$ cat config.mk
export PLATFORM = sky130hd
export DESIGN_NAME = jpeg_dma_wr_flat
export DESIGN_NICKNAME = d
export VERILOG_FILES = /design/src/rtl/jpeg_dma_wr_pkg.sv /design/src/rtl/jpeg_dma_wr_if.sv /design/src/rtl/jpeg_dma_wr.sv /design/src/flat_wrapper.sv
export SDC_FILE = /design/constraint.sdc
export NUM_CORES = 1
export LEC_CHECK = 0
export BUFFER_PORTS_ARGS = -buffer_cell sky130_fd_sc_hd__buf_2
export CORE_MARGIN = 2
export CORE_UTILIZATION = 50
export DETAILED_ROUTE_END_ITERATION = 8
export GPL_TIMING_DRIVEN = 0
export PLACE_DENSITY_LB_ADDON = 0.12
export SYNTH_ARGS = -nofsm -noshare
export SYNTH_HDL_FRONTEND = slang
export SYNTH_SLANG_ARGS = --single-unit
$ cat constraint.sdc
create_clock -name clk_i -period 2.9 [get_ports clk_i]
set_input_delay 0.58 -clock clk_i [delete_from_list [all_inputs] [get_ports clk_i]]
set_output_delay 0.58 -clock clk_i [all_outputs]
set_load 0.01 [all_outputs]
$ cat src/rtl/jpeg_dma_wr_pkg.sv
// jpeg_dma_wr_pkg
// Shared definitions for the JPEG write-back DMA.
//   JPEG_BLK_WORDS : 32-bit words in one quantized 8x8 coefficient block
//                    (64 coefficients, two per word).
//   dma_wr_state_t : FSM state encoding, also the encoding seen on the
//                    debug state output.
package jpeg_dma_wr_pkg;

  localparam int JPEG_BLK_WORDS = 32;

  typedef enum logic [2:0] {
    IDLE  = 3'd0,
    FETCH = 3'd1,
    WRITE = 3'd2,
    DONE  = 3'd3,
    ERR   = 3'd4
  } dma_wr_state_t;

endpackage

$ cat src/rtl/jpeg_dma_wr_if.sv
// jpeg_dma_wr_if
// Wishbone classic master bus used by the write-back DMA.
//   adr  : byte address           dat : write data
//   sel  : byte selects           we  : write enable
//   cyc  : bus cycle              stb : strobe
//   ack  : acknowledge (slave)    err : bus error (slave)
// Handshake: a transfer is offered while stb is high; the master holds adr,
// dat, sel and we stable until the slave raises ack or err. The word is
// consumed on the clock edge where stb and (ack or err) are both high; ack or
// err in the same cycle stb rises is legal. ack/err while stb is low mean
// nothing and are ignored.
interface jpeg_dma_wr_if;
  logic [31:0] adr;
  logic [31:0] dat;
  logic [3:0]  sel;
  logic        we;
  logic        cyc;
  logic        stb;
  logic        ack;
  logic        err;

  modport master (output adr, dat, sel, we, cyc, stb, input ack, err);
  modport slave  (input adr, dat, sel, we, cyc, stb, output ack, err);
endinterface

$ cat src/rtl/jpeg_dma_wr.sv
// jpeg_dma_wr
// Write-back DMA: copies one coefficient block (NWORDS 32-bit words) from
// the output block RAM to system memory as single Wishbone write cycles.
// Ports:
//   clk_i, rst_ni   : clock, asynchronous active-low reset
//   start_i         : one-cycle request, accepted only in IDLE
//   dst_base_i      : destination byte address, bits [1:0] ignored
//   busy_o          : transfer in progress
//   done_o          : one-cycle pulse after the last word is acked
//   err_o           : sticky bus error, cleared by the next accepted start
//   bram_addr_o     : block RAM word address
//   bram_dat_i      : block RAM data, valid one cycle after the address
//   wbm             : Wishbone master bus
//   dbg_state_o     : current FSM state (dma_wr_state_t encoding)
module jpeg_dma_wr
  import jpeg_dma_wr_pkg::*;
#(
  parameter int NWORDS = JPEG_BLK_WORDS,
  parameter int AW     = 9
) (
  input  logic                 clk_i,
  input  logic                 rst_ni,
  input  logic                 start_i,
  input  logic [31:0]          dst_base_i,
  output logic                 busy_o,
  output logic                 done_o,
  output logic                 err_o,
  output logic [AW-1:0]        bram_addr_o,
  input  logic [31:0]          bram_dat_i,
  jpeg_dma_wr_if.master        wbm,
  output logic [2:0]           dbg_state_o
);

  localparam int IW = (NWORDS > 1) ? $clog2(NWORDS) : 1;
  localparam logic [IW-1:0] LAST_IDX = IW'(NWORDS - 1);

  localparam logic [2:0] S_IDLE  = IDLE;
  localparam logic [2:0] S_FETCH = FETCH;
  localparam logic [2:0] S_WRITE = WRITE;
  localparam logic [2:0] S_DONE  = DONE;
  localparam logic [2:0] S_ERR   = ERR;

  logic [2:0]    state_q;
  logic [IW-1:0] idx_q;
  logic [31:0]   base_q;
  logic [31:0]   data_q;
  logic          fetch_ph_q;  // 0: address cycle, 1: RAM data valid
  logic          err_q;

  always_ff @(posedge clk_i or negedge rst_ni) begin
    if (!rst_ni) begin
      state_q    <= S_IDLE;
      idx_q      <= '0;
      base_q     <= '0;
      data_q     <= '0;
      fetch_ph_q <= 1'b0;
      err_q      <= 1'b0;
    end else begin
      case (state_q)
        S_IDLE: begin
          if (start_i) begin
            base_q     <= dst_base_i & 32'hFFFF_FFFC;
            idx_q      <= '0;
            err_q      <= 1'b0;
            fetch_ph_q <= 1'b0;
            state_q    <= S_FETCH;
          end
        end
        S_FETCH: begin
          // The RAM has one cycle of read latency, so FETCH spans two
          // cycles: present the address, then capture the data.
          if (!fetch_ph_q) begin
            fetch_ph_q <= 1'b1;
          end else begin
            fetch_ph_q <= 1'b0;
            data_q     <= bram_dat_i;
            state_q    <= S_WRITE;
          end
        end
        S_WRITE: begin
          // err wins over a simultaneous ack.
          if (wbm.err) begin
            err_q   <= 1'b1;
            state_q <= S_ERR;
          end else if (wbm.ack) begin
            if (idx_q == LAST_IDX) begin
              state_q <= S_DONE;
            end else begin
              idx_q   <= idx_q + IW'(1);
              state_q <= S_FETCH;
            end
          end
        end
        S_DONE:  state_q <= S_IDLE;
        S_ERR:   state_q <= S_IDLE;
        default: state_q <= S_IDLE;
      endcase
    end
  end

  // Outputs are decoded from registered state so that an asynchronous reset
  // drops cyc/stb/busy immediately.
  always_comb begin
    busy_o      = 1'b0;
    done_o      = 1'b0;
    bram_addr_o = '0;
    wbm.adr     = '0;
    wbm.dat     = '0;
    wbm.sel     = 4'h0;
    wbm.we      = 1'b0;
    wbm.cyc     = 1'b0;
    wbm.stb     = 1'b0;
    case (state_q)
      S_FETCH: begin
        busy_o      = 1'b1;
        bram_addr_o = AW'(idx_q);
        // Bus is not yet claimed while the very first word is fetched;
        // afterwards cyc stays high across the whole block.
        wbm.cyc     = (idx_q != '0);
      end
      S_WRITE: begin
        busy_o  = 1'b1;
        wbm.cyc = 1'b1;
        wbm.stb = 1'b1;
        wbm.we  = 1'b1;
        wbm.sel = 4'hF;
        wbm.adr = base_q + (32'(idx_q) << 2);
        wbm.dat = data_q;
      end
      S_DONE: begin
        busy_o = 1'b1;
        done_o = 1'b1;
      end
      S_ERR: begin
        busy_o = 1'b1;
      end
      default: ;
    endcase
  end

  assign err_o       = err_q;
  assign dbg_state_o = state_q;

endmodule

$ cat src/flat_wrapper.sv
// flat-port wrapper written by rule: the top's interface ports become plain ports
module jpeg_dma_wr_flat import jpeg_dma_wr_pkg::*;
#(
  parameter int NWORDS = JPEG_BLK_WORDS,
  parameter int AW     = 9
)
  (clk_i, rst_ni, start_i, dst_base_i, busy_o, done_o, err_o, bram_addr_o, bram_dat_i, dbg_state_o, wbm_adr, wbm_dat, wbm_sel, wbm_we, wbm_cyc, wbm_stb, wbm_ack, wbm_err);
  jpeg_dma_wr_if wbm_i ();
  input  logic clk_i;
  input  logic rst_ni;
  input  logic start_i;
  input  logic [31:0] dst_base_i;
  output logic busy_o;
  output logic done_o;
  output logic err_o;
  output logic [AW-1:0] bram_addr_o;
  input  logic [31:0] bram_dat_i;
  output logic [2:0] dbg_state_o;
  output wire logic [$bits(wbm_i.adr)-1:0] wbm_adr;
  output wire logic [$bits(wbm_i.dat)-1:0] wbm_dat;
  output wire logic [$bits(wbm_i.sel)-1:0] wbm_sel;
  output wire logic [$bits(wbm_i.we)-1:0] wbm_we;
  output wire logic [$bits(wbm_i.cyc)-1:0] wbm_cyc;
  output wire logic [$bits(wbm_i.stb)-1:0] wbm_stb;
  input wire logic [$bits(wbm_i.ack)-1:0] wbm_ack;
  input wire logic [$bits(wbm_i.err)-1:0] wbm_err;
  assign wbm_adr = wbm_i.adr;
  assign wbm_dat = wbm_i.dat;
  assign wbm_sel = wbm_i.sel;
  assign wbm_we = wbm_i.we;
  assign wbm_cyc = wbm_i.cyc;
  assign wbm_stb = wbm_i.stb;
  assign wbm_i.ack = wbm_ack;
  assign wbm_i.err = wbm_err;
  jpeg_dma_wr #(.NWORDS(NWORDS), .AW(AW)) u_core (.clk_i(clk_i), .rst_ni(rst_ni), .start_i(start_i), .dst_base_i(dst_base_i), .busy_o(busy_o), .done_o(done_o), .err_o(err_o), .bram_addr_o(bram_addr_o), .bram_dat_i(bram_dat_i), .wbm(wbm_i), .dbg_state_o(dbg_state_o));
endmodule
==> reports/summary.txt <==
Initial Utilization: 51.3%
Worst Skew: 0.00917 ns
Crit-path slowest cell: dfrtp_1
# fillers: 637
Number of buffers added on ports: 146
Worst-Margin Slew: 0.683 ns
Largest net degree at the start of global routing: 39
# nets final: 665
IO Pins: 155
Buffers and inverters on the worst path: 3
CTS tree: built
Max transition margin: 54.3%
First-pass GRT wire length: 16,800 um
Synth top area share: 43.0%
CP Capture Type: output pin
Via count: 3,824
Residual DRC count: 0
Syn Inst Count: 410
Status: complete, but fails checks
Final Max Slew Viols: 0
Minimum clock period: 3.07 ns
GRT Resource Usage Total: 24.0%
Multi-input logic area: 2440 um2
Crit-path cells: ha_2 > fa_2 > a211o_1 > a21oi_4 > buf_6 > buf_8 > o21ai_1 > a21oi_1 > buf_2
Crit path max-delay family: compound AO/OA/AOI/OAI gates
H-tree levels: 3
Number of flops mapped to enable cells by yosys: 0
Yosys top cell by area: dfrtp_1
Fin util: 70.5%
Root Driver: clkbuf_8
Number of CTS-inserted buffers: 9
Initial DRC Count: 206
Final setup margin: -0.175 ns
Hold_buf cts: 0
Leak: 2.75 nW
CP Class: reg2out
Drt via density: 5.49
CP required: 2.32 ns
Yosys warnings: 0
Antenna Cells: 0
Synthesis-stage register bit count: 72
Max_cap viols: 0
Vias in the first global route: 3,461
Most common flop cell mapped by yosys: dfrtp_1
Met1 Routed Length: 4630 um
Met2 WL post-DR: 5430 um
Critical path's largest stage delay: 0.40 ns
Critical Path Fanout Max: 5
RePlAce Congestion: 0.840
Failing checks: setup timing
Pre-antenna DRT Iters: 4
PwrDens: 877 nW/um2
Share of cells above drive strength 1: 52.5%
Die Wd: 95.6 um
Hold Slack: 0.182 ns
Fraction of registers with async set/reset: 100%
Endpoint arrival time on the critical path: 2.49 ns
Hold WC Path Type: in2async
Area grow syn2layout: 37.4%
Mean cell area of the mapped netlist: 10.2 um2
Final hold violation count: 0
Max layer used: met4
Tcrit/Tclk final: 106%
Total Wirelength: 11,300 um
Design area: 5760 um2
Max Clock Freq: 325 MHz
Pre-CTS setup slack: -0.486 ns
Yosys cell types: 41
Final global-route overflow total: 0
Mapped Area: 4190 um2
Placed cell areas: 5100 um2
DP HPWL: 7750 um
Clock Sinks: 72
Register area: 1810 um2
Die Height: 95.6 um
Clock-pin slew on the worst setup and hold paths: 0.09 ns
Worst IR Drop VDD: 0.493 mV
Setup Viol. Count Final: 13
RSZ-0062 raised after global routing: yes
Core area: 8180 um2
CP Launch Type: flip-flop
Final ANT Viol Nets: 0
Drt wl/cell: 16.2 um
Die area: 9140 um2
Rows: 33
Routed wl met3: 931 um
Clk_lat worst skew: 0.36 ns
Initial antenna violation count: 0
Register area share after synthesis: 43.0%
Clock Path Buffers: 2
Synth area leaders: dfrtp_1 43%, mux2_2 16%, and2_1 5.4%
[cell type report]
class / count / share of cell area, %
inverters: 8 / 0.521
clock inverters: 6 / 0.869
clock buffers: 10 / 2.39
multi-input cells: 298 / 42.4
plain buffers: 35 / 4.34
repair buffers: 163 / 15.8
well taps: 105 / 2.28
flip-flops and latches: 72 / 31.4
[path summary, 6_finish.rpt]
path	startpoint	endpoint	slack, ns	cells past startpoint
max in group asynchronous	rst_ni	u_core.data_q[13]	2.15	2
hold reg to reg	u_core.err_o	u_core.err_o	0.50	2
setup / recovery	u_core.base_q[2]	wbm_adr[14]	-0.17	9
min in group clk_i	bram_dat_i[15]	u_core.data_q[15]	0.45	2
hold / removal	rst_ni	u_core.base_q[13]	0.18	1
setup reg to reg	u_core.idx_q[1]	u_core.idx_q[3]	0.54	8
[state kept, by name (all words and copies together) (netlist names)]
register	flops
u_core.base_q	30
u_core.data_q	32
u_core.dbg_state_o	3
u_core.err_o	1
u_core.fetch_ph_q	1
u_core.idx_q	5
[stage by stage]
stage | std cells | setup TNS (ns) | power, W
after floorplan | 415 | 0 | 0.00333
after global placement | 666 | -4.15 | 0.00393
after detailed placement | 667 | -4.66 | 0.00402
after CTS | 697 | -1.95 | 0.00492
after global routing | 697 | -3.52 | 0.00541
final | 697 | -1.82 | 0.00505
[kinds of logic after synthesis]
logic type	after synthesis	synth area share, %
simple gates	149	20.8
flops	72	43.0
mux	67	17.8
compound gates	65	9.34
buf+inv	45	5.79
fa+ha+maj	9	2.86
xor+xnor	2	0.418
other cells	1	0.0894
[power breakdown]
| group | switching [W] | internal [W] |
|---|---|---|
| clock network | 0.000426 | 0.000344 |
| logic | 0.00116 | 0.00119 |
| registers | 0.000443 | 0.00149 |
[layout by cell type (no fill, tap or decap), types with 3 or more instances in the layout]
master,n
dfrtp_2,5
o21ai_0,10
conb_1,6
buf_8,3
mux2_2,60
or3_1,8
dfrtp_1,67
inv_6,3
nand4_1,8
nand3_1,11
and4_1,5
nor2_1,13
inv_1,7
o31ai_1,6
a21oi_2,6
nand2b_1,7
buf_2,153
buf_4,25
or4_1,11
o31ai_4,4
o21ai_1,3
o21ai_2,5
ha_1,4
nor4_4,6
a211oi_1,3
ha_4,3
buf_6,7
clkbuf_8,10
clkbuf_1,4
nand2_1,26
and2_1,36
and3_1,10
mux2i_1,7
clkbuf_2,3
a21oi_1,16
[synthesized netlist by cell type, types with 2 or more instances]
cell type  count
clkbuf_1      10
and3_1        10
mux2i_1        7
a211oi_1       4
or4_1         11
inv_1          7
a21o_1         2
nand2_1       26
nand2b_1       7
buf_4         16
a21oi_1       22
and4_1         5
ha_1           8
o21ai_1        2
nand4_1        8
o31ai_1       11
o21ai_0       16
buf_2         11
mux2_2        60
o21a_1         3
and2_1        36
or3_1          8
nand3_1       11
dfrtp_1       72
nor4_1         7
nor2_1        14
xnor2_1        2
[repair_timing]
action,CTS,global route
buffers inserted,13,2
pin swaps,12,26
setup endpoints to repair,25,45
cloned,1,1
gates resized for setup,34,47
[per-layer routing]
| layer | track usage [%] | vias up |
|---|---|---|
| met5 | 0 | - |
| met4 | 9.64 | 0 |
| met3 | 6.56 | 31 |
| met2 | 39.5 | 173 |
| met1 | 29.8 | 1799 |
| li1 | - | 1821 |
Power figures use the tool's default switching activity.
